--- src/rtl/ro_sweep_scheduler.sv ---
// Ring-oscillator sweep sequencer: for each oscillator it selects, clears, gates for a
// fixed window, drains and then offers the frozen count on a valid/ready result port.
module ro_sweep_scheduler #(
  parameter int N_RO   = 8,
  parameter int SEL_W  = 3,
  parameter int CNT_W  = 16,
  parameter int SETTLE = 4,
  parameter int WINDOW = 100,
  parameter int DRAIN  = 4
) (
  input  logic             clk,
  input  logic             rst_n,
  input  logic             start,
  input  logic             continuous,
  input  logic             abort,
  output logic [SEL_W-1:0] ro_sel,
  output logic             ro_en,
  output logic             cnt_clr,
  input  logic [CNT_W-1:0] cnt_value,
  output logic             res_valid,
  input  logic             res_ready,
  output logic [CNT_W-1:0] res_data,
  output logic [SEL_W-1:0] res_id,
  output logic             busy,
  output logic             sweep_done
);

  typedef enum logic [2:0] {
    S_IDLE, S_CLEAR, S_SETTLE, S_WINDOW, S_DRAIN, S_OUTPUT
  } state_t;

  localparam int MAX_LEN = (WINDOW > SETTLE) ? ((WINDOW > DRAIN) ? WINDOW : DRAIN)
                                             : ((SETTLE > DRAIN) ? SETTLE : DRAIN);
  localparam int TMR_W = $clog2(MAX_LEN + 1);

  localparam logic [TMR_W-1:0] SETTLE_LAST = TMR_W'(SETTLE - 1);
  localparam logic [TMR_W-1:0] WINDOW_LAST = TMR_W'(WINDOW - 1);
  localparam logic [TMR_W-1:0] DRAIN_LAST  = TMR_W'(DRAIN - 1);
  localparam logic [SEL_W-1:0] LAST_IDX    = SEL_W'(N_RO - 1);

  state_t           r_state;
  state_t           w_next;
  logic [TMR_W-1:0] r_tmr;
  logic [SEL_W-1:0] r_idx;
  logic [CNT_W-1:0] r_res_data;
  logic [SEL_W-1:0] r_res_id;
  logic             r_sweep_done;
  logic             w_accept;
  logic             w_last;

  assign w_accept = (r_state == S_OUTPUT) && res_ready;
  assign w_last   = (r_idx == LAST_IDX);

  // NOTE: every variable assigned in an always_comb gets a default first so no latch is inferred.
  always_comb begin
    w_next = r_state;
    unique case (r_state)
      S_IDLE:   if (start) w_next = S_CLEAR;
      S_CLEAR:  w_next = S_SETTLE;
      S_SETTLE: if (r_tmr == SETTLE_LAST) w_next = S_WINDOW;
      S_WINDOW: if (r_tmr == WINDOW_LAST) w_next = S_DRAIN;
      S_DRAIN:  if (r_tmr == DRAIN_LAST) w_next = S_OUTPUT;
      S_OUTPUT: if (res_ready) w_next = (!w_last || continuous) ? S_CLEAR : S_IDLE;
      default:  w_next = S_IDLE;
    endcase
    // abort outranks start, the handshake and every timed transition
    if (abort) w_next = S_IDLE;
  end

  // NOTE: sequential state uses non-blocking assignments so all registers update from pre-edge values.
  always_ff @(posedge clk or negedge rst_n) begin
    if (!rst_n) r_state <= S_IDLE;
    else        r_state <= w_next;
  end

  always_ff @(posedge clk or negedge rst_n) begin
    if (!rst_n) begin
      r_tmr        <= '0;
      r_idx        <= '0;
      r_res_data   <= '0;
      r_res_id     <= '0;
      r_sweep_done <= 1'b0;
    end else begin
      r_tmr        <= (w_next != r_state) ? '0 : r_tmr + TMR_W'(1);
      r_sweep_done <= w_accept && w_last && !abort;

      if (abort) begin
        r_idx <= '0;
      end else if (r_state == S_IDLE && start) begin
        r_idx <= '0;
      end else if (w_accept) begin
        // after the last oscillator idx holds unless a continuous restart needs 0
        if (!w_last)        r_idx <= r_idx + SEL_W'(1);
        else if (continuous) r_idx <= '0;
      end

      if (r_state == S_DRAIN && r_tmr == DRAIN_LAST) begin
        r_res_data <= cnt_value;
        r_res_id   <= r_idx;
      end
    end
  end

  always_comb begin
    ro_en     = 1'b0;
    cnt_clr   = 1'b0;
    res_valid = 1'b0;
    busy      = 1'b1;
    unique case (r_state)
      S_IDLE:   busy      = 1'b0;
      S_CLEAR:  cnt_clr   = 1'b1;
      S_WINDOW: ro_en     = 1'b1;
      S_OUTPUT: res_valid = 1'b1;
      default:  ;
    endcase
  end

  assign ro_sel     = r_idx;
  assign res_data   = r_res_data;
  assign res_id     = r_res_id;
  assign sweep_done = r_sweep_done;

endmodule
--- config.mk ---
export PLATFORM = sky130hd
export DESIGN_NAME = ro_sweep_scheduler
export DESIGN_NICKNAME = d
export VERILOG_FILES = /design/src/rtl/ro_sweep_scheduler.sv
export SDC_FILE = /design/constraint.sdc
export NUM_CORES = 1
export LEC_CHECK = 0
export ABC_AREA = 1
export BUFFER_PORTS_ARGS = -buffer_cell sky130_fd_sc_hd__buf_4
export CAP_MARGIN = 0
export CORE_MARGIN = 1
export CORE_UTILIZATION = 45
export CTS_CLUSTER_SIZE = 14
export DETAILED_ROUTE_END_ITERATION = 16
export GPL_TIMING_DRIVEN = 0
export HOLD_SLACK_MARGIN = 0.02
export PLACE_DENSITY = 0.75
export SLEW_MARGIN = 30
export SYNTH_ARGS = -nofsm -noshare
export SYNTH_HDL_FRONTEND = slang
export SYNTH_SLANG_ARGS = --single-unit
--- constraint.sdc ---
create_clock -name clk -period 1.58 [get_ports clk]
set_input_delay 0.158 -clock clk [delete_from_list [all_inputs] [get_ports clk]]
set_output_delay 0.158 -clock clk [all_outputs]
set_load 0.01 [all_outputs]
# Word level (Yosys, flattened, before mapping)
# Index checks and enable logic that the tools add are counted.
# Widths: inputs -> output; s select.
# word_totals
regBits,33
# classes
n_mux,18
add_sub_neg,2
eq_ne,10
reduce_logical,11
# op_table
operator,n
$mux 3,11
$pmux 3 s6,1
$eq 3x3->1 const B,3
$add 7x1->7 const B,1
$eq 7x2->1 const B,1
$eq 7x7->1 const B,1
$mux 7,1
$eq 3x2->1 const B,2
$logic_and 1x1->1,5
$mux 1,5
$ne 4x3->1 const B,1
$add 3x1->3 const B,1
$eq 3x1->1 const B,1
$logic_not 3->1,1
$ne 3x3->1,1
$reduce_bool 3->1,1
$logic_not 1->1,2
$reduce_and 2->1,1
$logic_or 1x1->1,1

# Depth between registers and ports, before layout
# Gate-level depths: netlist (run 1).
# logic_depth
depth_word,9
mapped_depth,13

# Worst setup path after synthesis (run 1)
# Ideal clock, no wire load.
# synth_path
path_kind,flip-flop to flip-flop
start,"reg r_idx[0], in the netlist ro_sel[0]"
end,reg r_tmr[6]
period_less_slack_ns,1.548
setup_slack_ns,0.032
path_buffers,0
arrival_ns,1.429
path_stages_with_launch,13
required_time_ns,1.460
path_cell_list,dfrtp_1 -> ha_1 -> ha_1 -> inv_1 -> nor2_1 -> nand2_1 -> nand2_1 -> nand2_1 -> nor2_1 -> nand2_1 -> nand3_1 -> nand3_4 -> nor2_1
# synth_between
elab_chain_len,9
# synth_rtl
item,line_no,rtl
start: declaration,44,logic [SEL_W-1:0] r_idx;
start signal: assignment,93,if (!w_last) r_idx <= r_idx + SEL_W'(1);
$eq 3x3->1,52,assign w_last = (r_idx == LAST_IDX);
$logic_not 1->1,-,
$logic_or 1x1->1,63,S_OUTPUT: if (res_ready) w_next = (!w_last || continuous) ? S_CLEAR : S_IDLE;
$mux 1,63,
$mux 3,63,
$pmux 3 s6,57,unique case (r_state)
$mux 3,67,if (abort) w_next = S_IDLE;
$ne 3x3->1,84,r_tmr <= (w_next != r_state) ? '0 : r_tmr + TMR_W'(1);
$mux 7,84,
end signal: assignment,84,
end: declaration,43,logic [TMR_W-1:0] r_tmr;
# No other way between the ends.
# A chain may end at the register's enable or synchronous reset.

# Final worst setup path (run 1)
# layout_path
start,reg r_tmr[0]
end,"reg r_res_id[2], in the netlist res_id[2]"
# layout_between
elab_chain_len,2
# layout_rtl
item,line_no,rtl
$eq 7x2->1,97,if (r_state == S_DRAIN && r_tmr == DRAIN_LAST) begin
$logic_and 1x1->1,97,
end signal: assignment,99,r_res_id <= r_idx;
end: declaration,46,logic [SEL_W-1:0] r_res_id;
# No other way between the ends.

==> impl_table.tex, run 1 <==
\begin{tabular}{lr}
\hline
Metric & Value \\
\hline
\multicolumn{2}{l}{\textbf{Outcome}} \\
Outcome & finished, violations left \\
Violations in the final reports & setup timing \\
\multicolumn{2}{l}{\textbf{GRT}} \\
Global-route usage over all layers & 0.208 \\
GRT Residual Overflow & 0 \\
Initial antenna violation count & 0 \\
Wire length of the first global-routing pass & 5430 µm \\
Pin count of the biggest net entering global routing & 34 \\
Vias in the first global route & 1235 \\
\multicolumn{2}{l}{\textbf{Floorplanning}} \\
Boundary Pins & 49 \\
Number of placement rows & 20 \\
Area of the core & 3150 µm² \\
Overall die area & 3670 µm² \\
Die Height & 60.6 µm \\
Die X-Extent & 60.6 µm \\
Starting Density & 0.490 \\
\multicolumn{2}{l}{\textbf{Placement}} \\
Post-DP Area & 1960 µm² \\
DP Cell Count & 280 \\
RD Place Congestion & 0.768 \\
Number of buffer cells added on primary ports & 48 \\
HPWL reported at the end of detailed placement & 2210 µm \\
Post-placement worst setup slack & -0.134 ns \\
\multicolumn{2}{l}{\textbf{Cells and area}} \\
Layout Nets & 293 \\
Area Overhead vs Synth & 50.7\% \\
Utilization after layout & 0.738 \\
ANT cells & 0 \\
Filler Cells Inserted & 255 \\
Seq. cell area & 826 µm² \\
Post-route cell area & 2330 µm² \\
Area used by multi-input combinational logic & 673 µm² \\
Final standard cell count with taps included and fillers excluded & 313 \\
Most common cell after layout, fill and taps aside & sky130\_fd\_sc\_hd\_\_nand2\_1 \\
Most used cells in the layout excluding fill and tap cells & sky130\_fd\_sc\_hd\_\_nand2\_1, sky130\_fd\_sc\_hd\_\_buf\_4, sky130\_fd\_sc\_hd\_\_dfrtp\_1 \\
Share of final-layout standard cells stronger than drive strength 1 & 0.342 \\
\multicolumn{2}{l}{\textbf{Timing}} \\
Setup violators final & 3 \\
Worst-Margin Slew & 0.410 ns \\
Max-slew violations & 0 \\
Final worst setup slack & -0.0129 ns \\
Tcrit/Tclk final & 1.01 \\
Relative slew slack & 0.726 \\
Total negative setup slack & -0.0182 ns \\
Final period demand of the worst path & 1.59 ns \\
Number of hold violations in the final report & 0 \\
Highest clock rate & 0.628 GHz \\
Unrepaired setup endpoints after global routing & true \\
Hold slack & 0.0346 ns \\
Clk\_skew & 0.00764 ns \\
\multicolumn{2}{l}{\textbf{Worst setup path}} \\
Setup slack of the most critical reg-to-reg path & -0.01 ns \\
Classification of the worst setup path & register to register \\
Critical-path maximum fanout & 10 \\
Worst setup startpoint & r\_tmr[0]\$\_DFF\_PN0\_ \\
Startpoint of the worst register-to-register path & r\_tmr[0]\$\_DFF\_PN0\_ \\
Critical R2R Capture & res\_id[2]\$\_DFFE\_PN0P\_ \\
Endpoint of the worst setup timing path & res\_id[2]\$\_DFFE\_PN0P\_ \\
Critical path arrival & 1.82 ns \\
Capturing element type of the critical path & register \\
Worst Reg-to-Reg Cells & 10 \\
Required arrival time at the worst endpoint & 1.80 ns \\
Startpoint types & register \\
\multicolumn{2}{l}{\textbf{Detailed routing}} \\
DRT Pass-1 Iters & 4 \\
Starting DRC count in detailed routing & 36 \\
Number of remaining DRC errors & 0 \\
Post-detailed-route via-to-cell ratio & 4.56 \\
Routed length per instance & 11.5 µm \\
Via count & 1426 \\
Number of nets with antenna violations after routing & 0 \\
Total wirelength of the detailed-routed design & 3590 µm \\
\multicolumn{2}{l}{\textbf{Logic synthesis}} \\
Number of nets in the synthesized netlist & 213 \\
Ranking of synthesized cells by area & sky130\_fd\_sc\_hd\_\_dfrtp\_1, sky130\_fd\_sc\_hd\_\_nand2\_1, sky130\_fd\_sc\_hd\_\_inv\_1, sky130\_fd\_sc\_hd\_\_nor2\_1, sky130\_fd\_sc\_hd\_\_nand3\_1 \\
Number of enable flip-flop cells after synthesis & 0 \\
Share of synthesized flip-flops with an asynchronous set or reset & 1.00 \\
Post-Synthesis Cell Area & 1550 µm² \\
Count of state elements after synthesis & 33 \\
Cell accounting for the most synthesized area & sky130\_fd\_sc\_hd\_\_dfrtp\_1 \\
Gate Count Post-Synth & 188 \\
Proportion of netlist area held by the largest area contributor & 0.534 \\
Prevailing post-synth register cell & sky130\_fd\_sc\_hd\_\_dfrtp\_1 \\
Part of the Yosys area used for sequential elements & 0.534 \\
Synth cell types & 21 \\
Post-synthesis area per instance & 8.22 µm² \\
YS warnings & 0 \\
\multicolumn{2}{l}{\textbf{Clocking}} \\
Later-pin clock latency in the skew report & 0.34 ns \\
Cts bufs inserted & 5 \\
CTS tree & done \\
Clk root buf & sky130\_fd\_sc\_hd\_\_clkbuf\_4 \\
Buffer depth of the longest clock path & 2 \\
Clk sinks & 33 \\
H-Tree Depth & 2 \\
Clock-pin transition on the worst setup and hold timing paths & 0.10 ns \\
\multicolumn{2}{l}{\textbf{Power}} \\
Maximum ir drop on the vdd rail & 0.000558 V \\
Pleak & 1.18 nW \\
Final Total Pwr & 1.95 mW \\
Cell area power density & 838 nW/µm² \\
\multicolumn{2}{l}{\textbf{Job}} \\
Max Cap Violations & 0 \\
\multicolumn{2}{l}{\textbf{Hold path}} \\
Worst Hold Class & primary input to register \\
\hline
\end{tabular}
-- critical path, stage by stage (launching register included) --
cell	delay, ns
sky130_fd_sc_hd__dfrtp_1	0.41
sky130_fd_sc_hd__ha_4	0.16
sky130_fd_sc_hd__nand2_1	0.05
sky130_fd_sc_hd__nor2_1	0.12
sky130_fd_sc_hd__nand2_2	0.13
sky130_fd_sc_hd__nor2_8	0.13
sky130_fd_sc_hd__buf_4	0.12
sky130_fd_sc_hd__inv_2	0.04
sky130_fd_sc_hd__buf_2	0.17
sky130_fd_sc_hd__nand2_1	0.07
sky130_fd_sc_hd__o21ai_0	0.07
-- cells by family after synthesis --
| logic type | share of synthesized area |
|---|---|
| adders and majority gates | 0.0243 |
| and+or+nand+nor | 0.325 |
| buffers and inverters | 0.0656 |
| xor gates and xnor gates | 0.0283 |
| AOI/OAI and AO/OA | 0.0227 |
| DFF | 0.534 |
-- routing by layer --
| layer | track usage | wire length [µm] | vias up | share of wire |
|---|---|---|---|---|
| met5 | 0 | 0 | - | 0 |
| met4 | 0.0877 | 43 | 0 | 0.012 |
| met3 | 0.0469 | 182 | 7 | 0.051 |
| met2 | 0.347 | 1810 | 37 | 0.50 |
| met1 | 0.262 | 1560 | 648 | 0.43 |
| li1 | - | - | 734 | - |
-- cell type report --
class | instances | share of cell area
Clock buffer | 7 | 0.0236
Timing Repair Buffer | 73 | 0.251
Inverter | 23 | 0.0371
Sequential cell | 33 | 0.355
Buffer | 3 | 0.00752
Tap cell | 44 | 0.0236
Clock inverter | 1 | 0.0129
Multi-Input combinational cell | 129 | 0.289
-- worst min path at each step --
stage                        startpoint                        to  slack [ns]  cells past startpoint
after floorplan                   rst_n      r_state[0]$_DFF_PN0_       -0.14                      0
after global placement            rst_n        r_tmr[5]$_DFF_PN0_        0.13                      1
after detailed placement          rst_n        r_tmr[5]$_DFF_PN0_        0.12                      1
after CTS                 cnt_value[15]  res_data[15]$_DFFE_PN0P_        0.02                      3
after global routing      cnt_value[14]  res_data[14]$_DFFE_PN0P_        0.03                      3
final                     cnt_value[14]  res_data[14]$_DFFE_PN0P_        0.03                      3
-- registers in the layout, indices dropped and copies added, names as in the netlist --
| signal | cells |
|---|---|
| res_id | 3 |
| r_state | 3 |
| res_data | 16 |
| ro_sel | 3 |
| r_tmr | 7 |
| sweep_done | 1 |
-- repair_timing --
action / 4_1_cts / 5_1_grt
buffers inserted: 7 / 3
hold endpoints to repair: 46 / 1
pin swaps: 9 / 5
resized for setup: 11 / 6
hold buffers: 14 / 1
endpoints found under the setup margin: 26 / 28
-- report_power, final --
part | switching, mW | total, mW | internal, mW
registers | 0.0469 | 0.930 | 0.883
logic | 0.175 | 0.363 | 0.189
clock network | 0.280 | 0.658 | 0.378
-- Yosys cell counts (all sizes together) (2+ instances only) --
cell,number
ha,3
xnor2,2
o21ai,6
inv,23
nor2,23
xor2,3
nand2,74
nor3,3
buf,3
dfrtp,33
nand3b,2
nand3,11
Note: power is estimated with default switching activity, not from simulation.
==> run 2: changes to the inputs <==
--- a/config.mk
+++ b/config.mk
@@ -5,16 +5,15 @@
 export SDC_FILE = /design/constraint.sdc
 export NUM_CORES = 1
 export LEC_CHECK = 0
-export ABC_AREA = 1
 export BUFFER_PORTS_ARGS = -buffer_cell sky130_fd_sc_hd__buf_4
 export CAP_MARGIN = 0
 export CORE_MARGIN = 1
 export CORE_UTILIZATION = 45
 export CTS_CLUSTER_SIZE = 14
 export DETAILED_ROUTE_END_ITERATION = 16
-export GPL_TIMING_DRIVEN = 0
 export HOLD_SLACK_MARGIN = 0.02
-export PLACE_DENSITY = 0.75
+export PLACE_DENSITY = 0.74
+export RECOVER_POWER = 25
 export SLEW_MARGIN = 30
 export SYNTH_ARGS = -nofsm -noshare
 export SYNTH_HDL_FRONTEND = slang
==> run 2 against run 1 <==
Net effect: cell count decreased by 20%; sequential power up 2.6%; critical endpoint is now r_tmr[3]$_DFF_PN0_; the flow still finishes with violations (setup timing); global-route usage is 1.2 points higher; first-iteration DRC count up 11%; die area grew 3.0%; worst hold slack worse by 0.0043 ns.
==> impl_table.tex, run 2 <==
\begin{tabular}{lr}
\hline
Metric & Value \\
\hline
\multicolumn{2}{l}{\textbf{Outcome}} \\
Outcome & finished, violations left \\
Violations in the final reports & setup timing \\
\multicolumn{2}{l}{\textbf{Clocking}} \\
CTS tree & done \\
Clk root buf & sky130\_fd\_sc\_hd\_\_clkbuf\_4 \\
Clock-pin transition on the worst setup and hold timing paths & 0.11 ns \\
Clk sinks & 33 \\
Later-pin clock latency in the skew report & 0.35 ns \\
Buffer depth of the longest clock path & 2 \\
H-Tree Depth & 2 \\
Cts bufs inserted & 5 \\
\multicolumn{2}{l}{\textbf{Worst setup path}} \\
Bufs and invs on worst path & 2 \\
Capturing element type of the critical path & register \\
Startpoint types & register \\
Required arrival time at the worst endpoint & 1.85 ns \\
Cell count along the critical path & 7 \\
Startpoint of the worst register-to-register path & r\_tmr[1]\$\_DFF\_PN0\_ \\
Max incr delay on CP & 0.40 ns \\
Critical-path top delay cell & sky130\_fd\_sc\_hd\_\_dfrtp\_1 \\
Worst path cell trace & ha\_2, nor4b\_4, buf\_4, buf\_4, a32oi\_4, nand3\_4, nor3\_4 \\
Critical-path maximum fanout & 7 \\
Worst Reg-to-Reg Cells & 7 \\
Critical R2R Capture & r\_tmr[3]\$\_DFF\_PN0\_ \\
Most frequent cell on the critical path & sky130\_fd\_sc\_hd\_\_buf\_4 \\
CP delay by family, top & simple AND/OR/NAND/NOR gates \\
Setup slack of the most critical reg-to-reg path & -0.15 ns \\
Classification of the worst setup path & register to register \\
Critical path arrival & 2.00 ns \\
\multicolumn{2}{l}{\textbf{Power}} \\
Share of total power consumed by net switching & 0.276 \\
Maximum ir drop on the vdd rail & 0.000693 V \\
Proportion of power drawn by flip-flops and latches & 0.424 \\
Final Total Pwr & 2.25 mW \\
Reported net switching power & 622 µW \\
Internal power of the cells & 1.63 mW \\
Pleak & 1.19 nW \\
Cell area power density & 910 nW/µm² \\
Portion of total power attributed to combinational logic & 0.277 \\
Part of the total power dissipated in the clock network & 0.299 \\
\multicolumn{2}{l}{\textbf{Logic synthesis}} \\
Commonest cells in the netlist & sky130\_fd\_sc\_hd\_\_dfrtp\_1, sky130\_fd\_sc\_hd\_\_mux2\_4, sky130\_fd\_sc\_hd\_\_mux2\_2 \\
Post-Synthesis Cell Area & 1590 µm² \\
Cell accounting for the most synthesized area & sky130\_fd\_sc\_hd\_\_dfrtp\_1 \\
Count of state elements after synthesis & 33 \\
Part of the Yosys area used for sequential elements & 0.518 \\
Gate Count Post-Synth & 127 \\
Number of enable flip-flop cells after synthesis & 0 \\
Most common cell in the netlist & sky130\_fd\_sc\_hd\_\_dfrtp\_1 \\
Number of nets in the synthesized netlist & 152 \\
YS warnings & 0 \\
Ranking of synthesized cells by area & sky130\_fd\_sc\_hd\_\_dfrtp\_1, sky130\_fd\_sc\_hd\_\_mux2\_4, sky130\_fd\_sc\_hd\_\_mux2\_2, sky130\_fd\_sc\_hd\_\_nor3\_1, sky130\_fd\_sc\_hd\_\_ha\_1 \\
Share of synthesized flip-flops with an asynchronous set or reset & 1.00 \\
Prevailing post-synth register cell & sky130\_fd\_sc\_hd\_\_dfrtp\_1 \\
Synth cell types & 36 \\
Post-synthesis area per instance & 12.6 µm² \\
Proportion of netlist area held by the largest area contributor & 0.518 \\
\multicolumn{2}{l}{\textbf{Timing}} \\
Max-slew violations & 0 \\
Final worst setup slack & -0.149 ns \\
Clk\_skew & 0.0102 ns \\
Relative slew slack & 0.449 \\
Setup violators final & 30 \\
Unrepaired setup endpoints after global routing & true \\
Final period demand of the worst path & 1.73 ns \\
Worst-Margin Slew & 0.826 ns \\
Number of hold violations in the final report & 0 \\
Highest clock rate & 0.578 GHz \\
Tcrit/Tclk final & 1.09 \\
\multicolumn{2}{l}{\textbf{GRT}} \\
Initial antenna violation count & 0 \\
Vias in the first global route & 1254 \\
Pin count of the biggest net entering global routing & 34 \\
Wire length of the first global-routing pass & 5780 µm \\
Global-route usage over all layers & 0.220 \\
GRT Residual Overflow & 0 \\
\multicolumn{2}{l}{\textbf{Floorplanning}} \\
Boundary Pins & 49 \\
Die X-Extent & 61.5 µm \\
Area of the core & 3360 µm² \\
Number of placement rows & 21 \\
Starting Density & 0.474 \\
Die Height & 61.5 µm \\
Overall die area & 3780 µm² \\
\multicolumn{2}{l}{\textbf{Cells and area}} \\
Area Overhead vs Synth & 55.1\% \\
Most common cell after layout, fill and taps aside & sky130\_fd\_sc\_hd\_\_buf\_4 \\
ANT cells & 0 \\
Post-route cell area & 2470 µm² \\
Filler Cells Inserted & 230 \\
Layout Nets & 229 \\
Share of final-layout standard cells stronger than drive strength 1 & 0.610 \\
Number of flip-flops under the largest register name & 16 \\
Most used cells in the layout excluding fill and tap cells & sky130\_fd\_sc\_hd\_\_buf\_4, sky130\_fd\_sc\_hd\_\_dfrtp\_1, sky130\_fd\_sc\_hd\_\_mux2\_4 \\
Utilization after layout & 0.735 \\
\multicolumn{2}{l}{\textbf{Detailed routing}} \\
Routed length per instance & 17.6 µm \\
Total wirelength of the detailed-routed design & 4430 µm \\
Via count & 1406 \\
Starting DRC count in detailed routing & 40 \\
DRT Pass-1 Iters & 4 \\
Number of remaining DRC errors & 0 \\
Post-detailed-route via-to-cell ratio & 5.60 \\
Number of nets with antenna violations after routing & 0 \\
\multicolumn{2}{l}{\textbf{Placement}} \\
RD Place Congestion & 0.923 \\
Post-DP Area & 2110 µm² \\
Number of buffer cells added on primary ports & 48 \\
HPWL reported at the end of detailed placement & 2540 µm \\
\multicolumn{2}{l}{\textbf{Hold path}} \\
Worst Hold Class & primary input to register \\
Endpoint of the worst hold path & res\_data[13]\$\_DFFE\_PN0P\_ \\
Number of cells on the worst hold path & 2 \\
Min-Delay Startpoint & cnt\_value[13] \\
\multicolumn{2}{l}{\textbf{Job}} \\
Max Cap Violations & 0 \\
\hline
\end{tabular}
[run 2: changes by cell type after synthesis, sizes merged, moves of 3 or more]
| cell | change |
|---|---|
| a211oi | +3 |
| a32oi | +3 |
| inv | -21 |
| mux2 | +19 |
| nand2 | -69 |
| nand3 | -4 |
| nor2 | -15 |
| nor3 | +5 |
| nor3b | +3 |
| o21ai | -5 |
[run 2: power groups by stage]
stage / clock, mW / sequential, mW / combinational [mW]
final: 0.672 / 0.954 / 0.624
after global routing: 0.712 / 0.960 / 0.672
after CTS: 0.677 / 0.949 / 0.503
after detailed placement: 0 / 0.967 / 0.427
after global placement: 0 / 0.961 / 0.411
after floorplan: 0 / 0.985 / 0.188
[run 2: through the flow]
| stage | instances | hold slack [ns] | setup WS (ns) | TNS (ns) |
|---|---|---|---|---|
| final | 251 | 0.0303 | -0.149 | -2.95 |
| after global routing | 251 | 0.0318 | -0.200 | -4.61 |
| after CTS | 246 | 0.0309 | -0.129 | -2.70 |
| after detailed placement | 229 | 0.121 | -0.178 | -2.84 |
| after global placement | 229 | 0.117 | -0.0932 | -0.722 |
| after floorplan | 127 | -0.138 | -0.113 | -1.41 |
[run 2: cell families after synthesis]
| kind of cell | count (synthesis) | synth area share |
|---|---|---|
| and+or+nand+nor | 44 | 0.169 |
| DFF | 33 | 0.518 |
| muxes | 21 | 0.170 |
| adders and majority gates | 3 | 0.0236 |
| buffers and inverters | 8 | 0.0259 |
| AOI/OAI and AO/OA | 13 | 0.0659 |
| xor gates and xnor gates | 5 | 0.0275 |
[run 2: area by class of cell]
type,instances,area [µm²],share of cell area
well taps,46,57.6,0.0233
multi-input cells,86,866,0.350
repair buffers,76,629,0.255
clock inverters,1,30.0,0.0121
clock buffers,7,55.1,0.0223
flip-flops and latches,33,827,0.335
inverters,2,7.51,0.00304
[run 2: layer usage]
metal / GRT usage / share of wire
met1: 0.229 / 0.37
met2: 0.390 / 0.51
met3: 0.0840 / 0.079
met4: 0.0984 / 0.041
met5: 0 / 0
[run 2: worst max path at each step]
| stage | start | endpoint | slack (ns) |
|---|---|---|---|
| after floorplan | r_tmr[0]$_DFF_PN0_ | res_data[0]$_DFFE_PN0P_ | -0.11 |
| after global placement | r_tmr[0]$_DFF_PN0_ | r_tmr[1]$_DFF_PN0_ | -0.09 |
| after detailed placement | r_tmr[0]$_DFF_PN0_ | r_tmr[1]$_DFF_PN0_ | -0.18 |
| after CTS | r_tmr[0]$_DFF_PN0_ | r_tmr[6]$_DFF_PN0_ | -0.13 |
| after global routing | r_tmr[0]$_DFF_PN0_ | r_tmr[1]$_DFF_PN0_ | -0.20 |
| final | r_tmr[1]$_DFF_PN0_ | r_tmr[3]$_DFF_PN0_ | -0.15 |
[run 2: repair_timing]
item,in CTS,in global routing
hold buffers,1,0
endpoints found under the hold margin,33,0
buffers inserted,8,5
endpoints found under the setup margin,29,32
resized for setup,11,24
pin swaps,3,7
==> run 3: changes to the inputs <==
--- a/config.mk
+++ b/config.mk
@@ -5,14 +5,14 @@
 export SDC_FILE = /design/constraint.sdc
 export NUM_CORES = 1
 export LEC_CHECK = 0
-export BUFFER_PORTS_ARGS = -buffer_cell sky130_fd_sc_hd__buf_4
 export CAP_MARGIN = 0
 export CORE_MARGIN = 1
-export CORE_UTILIZATION = 45
+export CORE_UTILIZATION = 55
 export CTS_CLUSTER_SIZE = 14
 export DETAILED_ROUTE_END_ITERATION = 16
+export DONT_BUFFER_PORTS = 1
 export HOLD_SLACK_MARGIN = 0.02
-export PLACE_DENSITY = 0.74
+export PLACE_DENSITY = 0.73
 export RECOVER_POWER = 25
 export SLEW_MARGIN = 30
 export SYNTH_ARGS = -nofsm -noshare
==> run 3 against run 2 <==
Net effect: the run still ends with setup timing left; routed wire length down 13%; register-to-register slack gained 0.04 ns; die area is 18% lower; critical endpoint is now res_data[0]$_DFFE_PN0P_; clock skew shrank 0.0074 ns; utilization grew 4.5 points; cell count shrank 19%; global-route usage grew 3.6 points; largest cell class is now flip-flops and latches; cell area shrank 13%; highest routed layer unchanged; setup slack improved by 0.042 ns.
==> impl_table.tex, run 3 (synthesis results as in run 2) <==
\begin{tabular}{lr}
\hline
Metric & Value \\
\hline
\multicolumn{2}{l}{\textbf{Worst setup path}} \\
Critical-path top delay cell & sky130\_fd\_sc\_hd\_\_dfrtp\_1 \\
Critical-path maximum fanout & 19 \\
Max incr delay on CP & 0.37 ns \\
Startpoint types & register \\
Critical path arrival & 1.92 ns \\
Capturing element type of the critical path & register \\
CP delay by family, top & flip-flops \\
Classification of the worst setup path & register to register \\
Bufs and invs on worst path & 2 \\
Required arrival time at the worst endpoint & 1.81 ns \\
Worst path cell trace & ha\_2, nor4b\_4, buf\_4, nand3\_4, buf\_12, mux2\_4 \\
\multicolumn{2}{l}{\textbf{Clocking}} \\
Later-pin clock latency in the skew report & 0.34 ns \\
H-Tree Depth & 2 \\
Buffer depth of the longest clock path & 2 \\
Clk root buf & sky130\_fd\_sc\_hd\_\_clkbuf\_4 \\
Cts bufs inserted & 5 \\
Clock-pin transition on the worst setup and hold timing paths & 0.10 ns \\
Clk sinks & 33 \\
CTS tree & done \\
\multicolumn{2}{l}{\textbf{Floorplanning}} \\
Starting Density & 0.578 \\
Die Height & 55.8 µm \\
Number of placement rows & 19 \\
Boundary Pins & 49 \\
Die X-Extent & 55.8 µm \\
Overall die area & 3120 µm² \\
Area of the core & 2760 µm² \\
\multicolumn{2}{l}{\textbf{Detailed routing}} \\
Total wirelength of the detailed-routed design & 3860 µm \\
Post-detailed-route via-to-cell ratio & 5.89 \\
DRT Pass-1 Iters & 4 \\
Number of remaining DRC errors & 0 \\
Routed length per instance & 18.9 µm \\
Number of nets with antenna violations after routing & 0 \\
Via count & 1202 \\
Starting DRC count in detailed routing & 50 \\
\multicolumn{2}{l}{\textbf{GRT}} \\
Initial antenna violation count & 0 \\
Global-route usage over all layers & 0.255 \\
GRT Residual Overflow & 0 \\
Wire length of the first global-routing pass & 5980 µm \\
Vias in the first global route & 1226 \\
Pin count of the biggest net entering global routing & 34 \\
\multicolumn{2}{l}{\textbf{Cells and area}} \\
Area Overhead vs Synth & 34.9\% \\
Most used cells in the layout excluding fill and tap cells & sky130\_fd\_sc\_hd\_\_dfrtp\_1, sky130\_fd\_sc\_hd\_\_dlygate4sd3\_1, sky130\_fd\_sc\_hd\_\_buf\_4 \\
ANT cells & 0 \\
Share of final-layout standard cells stronger than drive strength 1 & 0.405 \\
Most common cell after layout, fill and taps aside & sky130\_fd\_sc\_hd\_\_dfrtp\_1 \\
Layout Nets & 197 \\
Number of flip-flops under the largest register name & 16 \\
\multicolumn{2}{l}{\textbf{Placement}} \\
HPWL reported at the end of detailed placement & 2210 µm \\
Number of buffer cells added on primary ports & 0 \\
RD Place Congestion & 0.896 \\
\multicolumn{2}{l}{\textbf{Timing}} \\
Worst-Margin Slew & 0.776 ns \\
Max-slew violations & 0 \\
Highest clock rate & 0.593 GHz \\
Final worst setup slack & -0.107 ns \\
Setup violators final & 29 \\
Hold slack & 0.0288 ns \\
Unrepaired setup endpoints after global routing & true \\
Clk\_skew & 0.00276 ns \\
Relative slew slack & 0.483 \\
Final period demand of the worst path & 1.69 ns \\
Tcrit/Tclk final & 1.07 \\
Number of hold violations in the final report & 0 \\
Total negative setup slack & -1.86 ns \\
\multicolumn{2}{l}{\textbf{Job}} \\
Max Cap Violations & 0 \\
\multicolumn{2}{l}{\textbf{Power}} \\
Maximum ir drop on the vdd rail & 0.000849 V \\
Pleak & 0.994 nW \\
Cell area power density & 890 nW/µm² \\
\multicolumn{2}{l}{\textbf{Outcome}} \\
Outcome & finished, violations left \\
Violations in the final reports & setup timing \\
\multicolumn{2}{l}{\textbf{Hold path}} \\
Worst Hold Class & primary input to register \\
\hline
\end{tabular}
[run 3: worst reg2reg max path, delay by kind of cell (launching register included)]
| kind | cells | cell delay, ns |
|---|---|---|
| flip-flops | 1 | 0.37 |
| AND/OR/NAND/NOR | 2 | 0.36 |
| buffers and inverters | 2 | 0.36 |
| multiplexers | 1 | 0.31 |
| adder cells (fa/ha/maj) | 1 | 0.19 |
[run 3: stage by stage]
stage / cells / setup WS [ns] / cell area, µm² / power [mW] / util
finish: 204 / -0.107 / 2150 / 1.91 / 0.780
global route: 204 / -0.145 / 2150 / 2.01 / 0.780
CTS: 202 / -0.0468 / 2070 / 1.84 / 0.750
detailed placement: 170 / -0.168 / 1760 / 1.30 / 0.637
global placement: 170 / -0.100 / 1760 / 1.28 / 0.637
floorplan: 127 / -0.113 / 1610 / 1.17 / -
[run 3: path summary, 6_finish.rpt]
kind	start	to	slack [ns]	depth (start not counted)
max in group asynchronous	rst_n	r_state[2]$_DFF_PN0_	0.61	2
setup reg to reg	r_tmr[1]$_DFF_PN0_	res_data[0]$_DFFE_PN0P_	-0.11	6
setup / recovery	r_tmr[1]$_DFF_PN0_	res_data[0]$_DFFE_PN0P_	-0.11	6
min in group asynchronous	rst_n	res_data[1]$_DFFE_PN0P_	0.44	2
hold / removal	start	ro_sel[1]$_DFFE_PN0P_	0.03	2
hold reg to reg	r_tmr[0]$_DFF_PN0_	r_tmr[0]$_DFF_PN0_	0.55	2
[run 3: where the power goes]
part	internal (mW)	switching [mW]
logic	0.264	0.232
registers	0.906	0.0602
clock network	0.169	0.282
total	1.34	0.574
[run 3: repair_timing]
item / CTS / global route
hold endpoints to repair: 55 / 0
resized for setup: 5 / 16
endpoints found under the setup margin: 28 / 31
hold buffers: 20 / 0
setup buffers: 4 / 2
pin swaps: 2 / 9
[run 3: layout make-up]
class,count,area (µm²)
clock buffers,6,41.3
clock inverters,2,10.0
fillers,146,607
inverters,2,7.51
multi-input cells,86,823
flip-flops and latches,33,827
well taps,31,38.8
repair buffers,44,403
[run 3: routing by layer]
| metal | vias to the layer above | global-route usage | part of all wire |
|---|---|---|---|
| met5 | - | 0 | 0 |
| li1 | 554 | - | - |
| met4 | 0 | 0.0941 | 0.017 |
| met3 | 7 | 0.0721 | 0.074 |
| met1 | 584 | 0.322 | 0.40 |
| met2 | 57 | 0.422 | 0.50 |
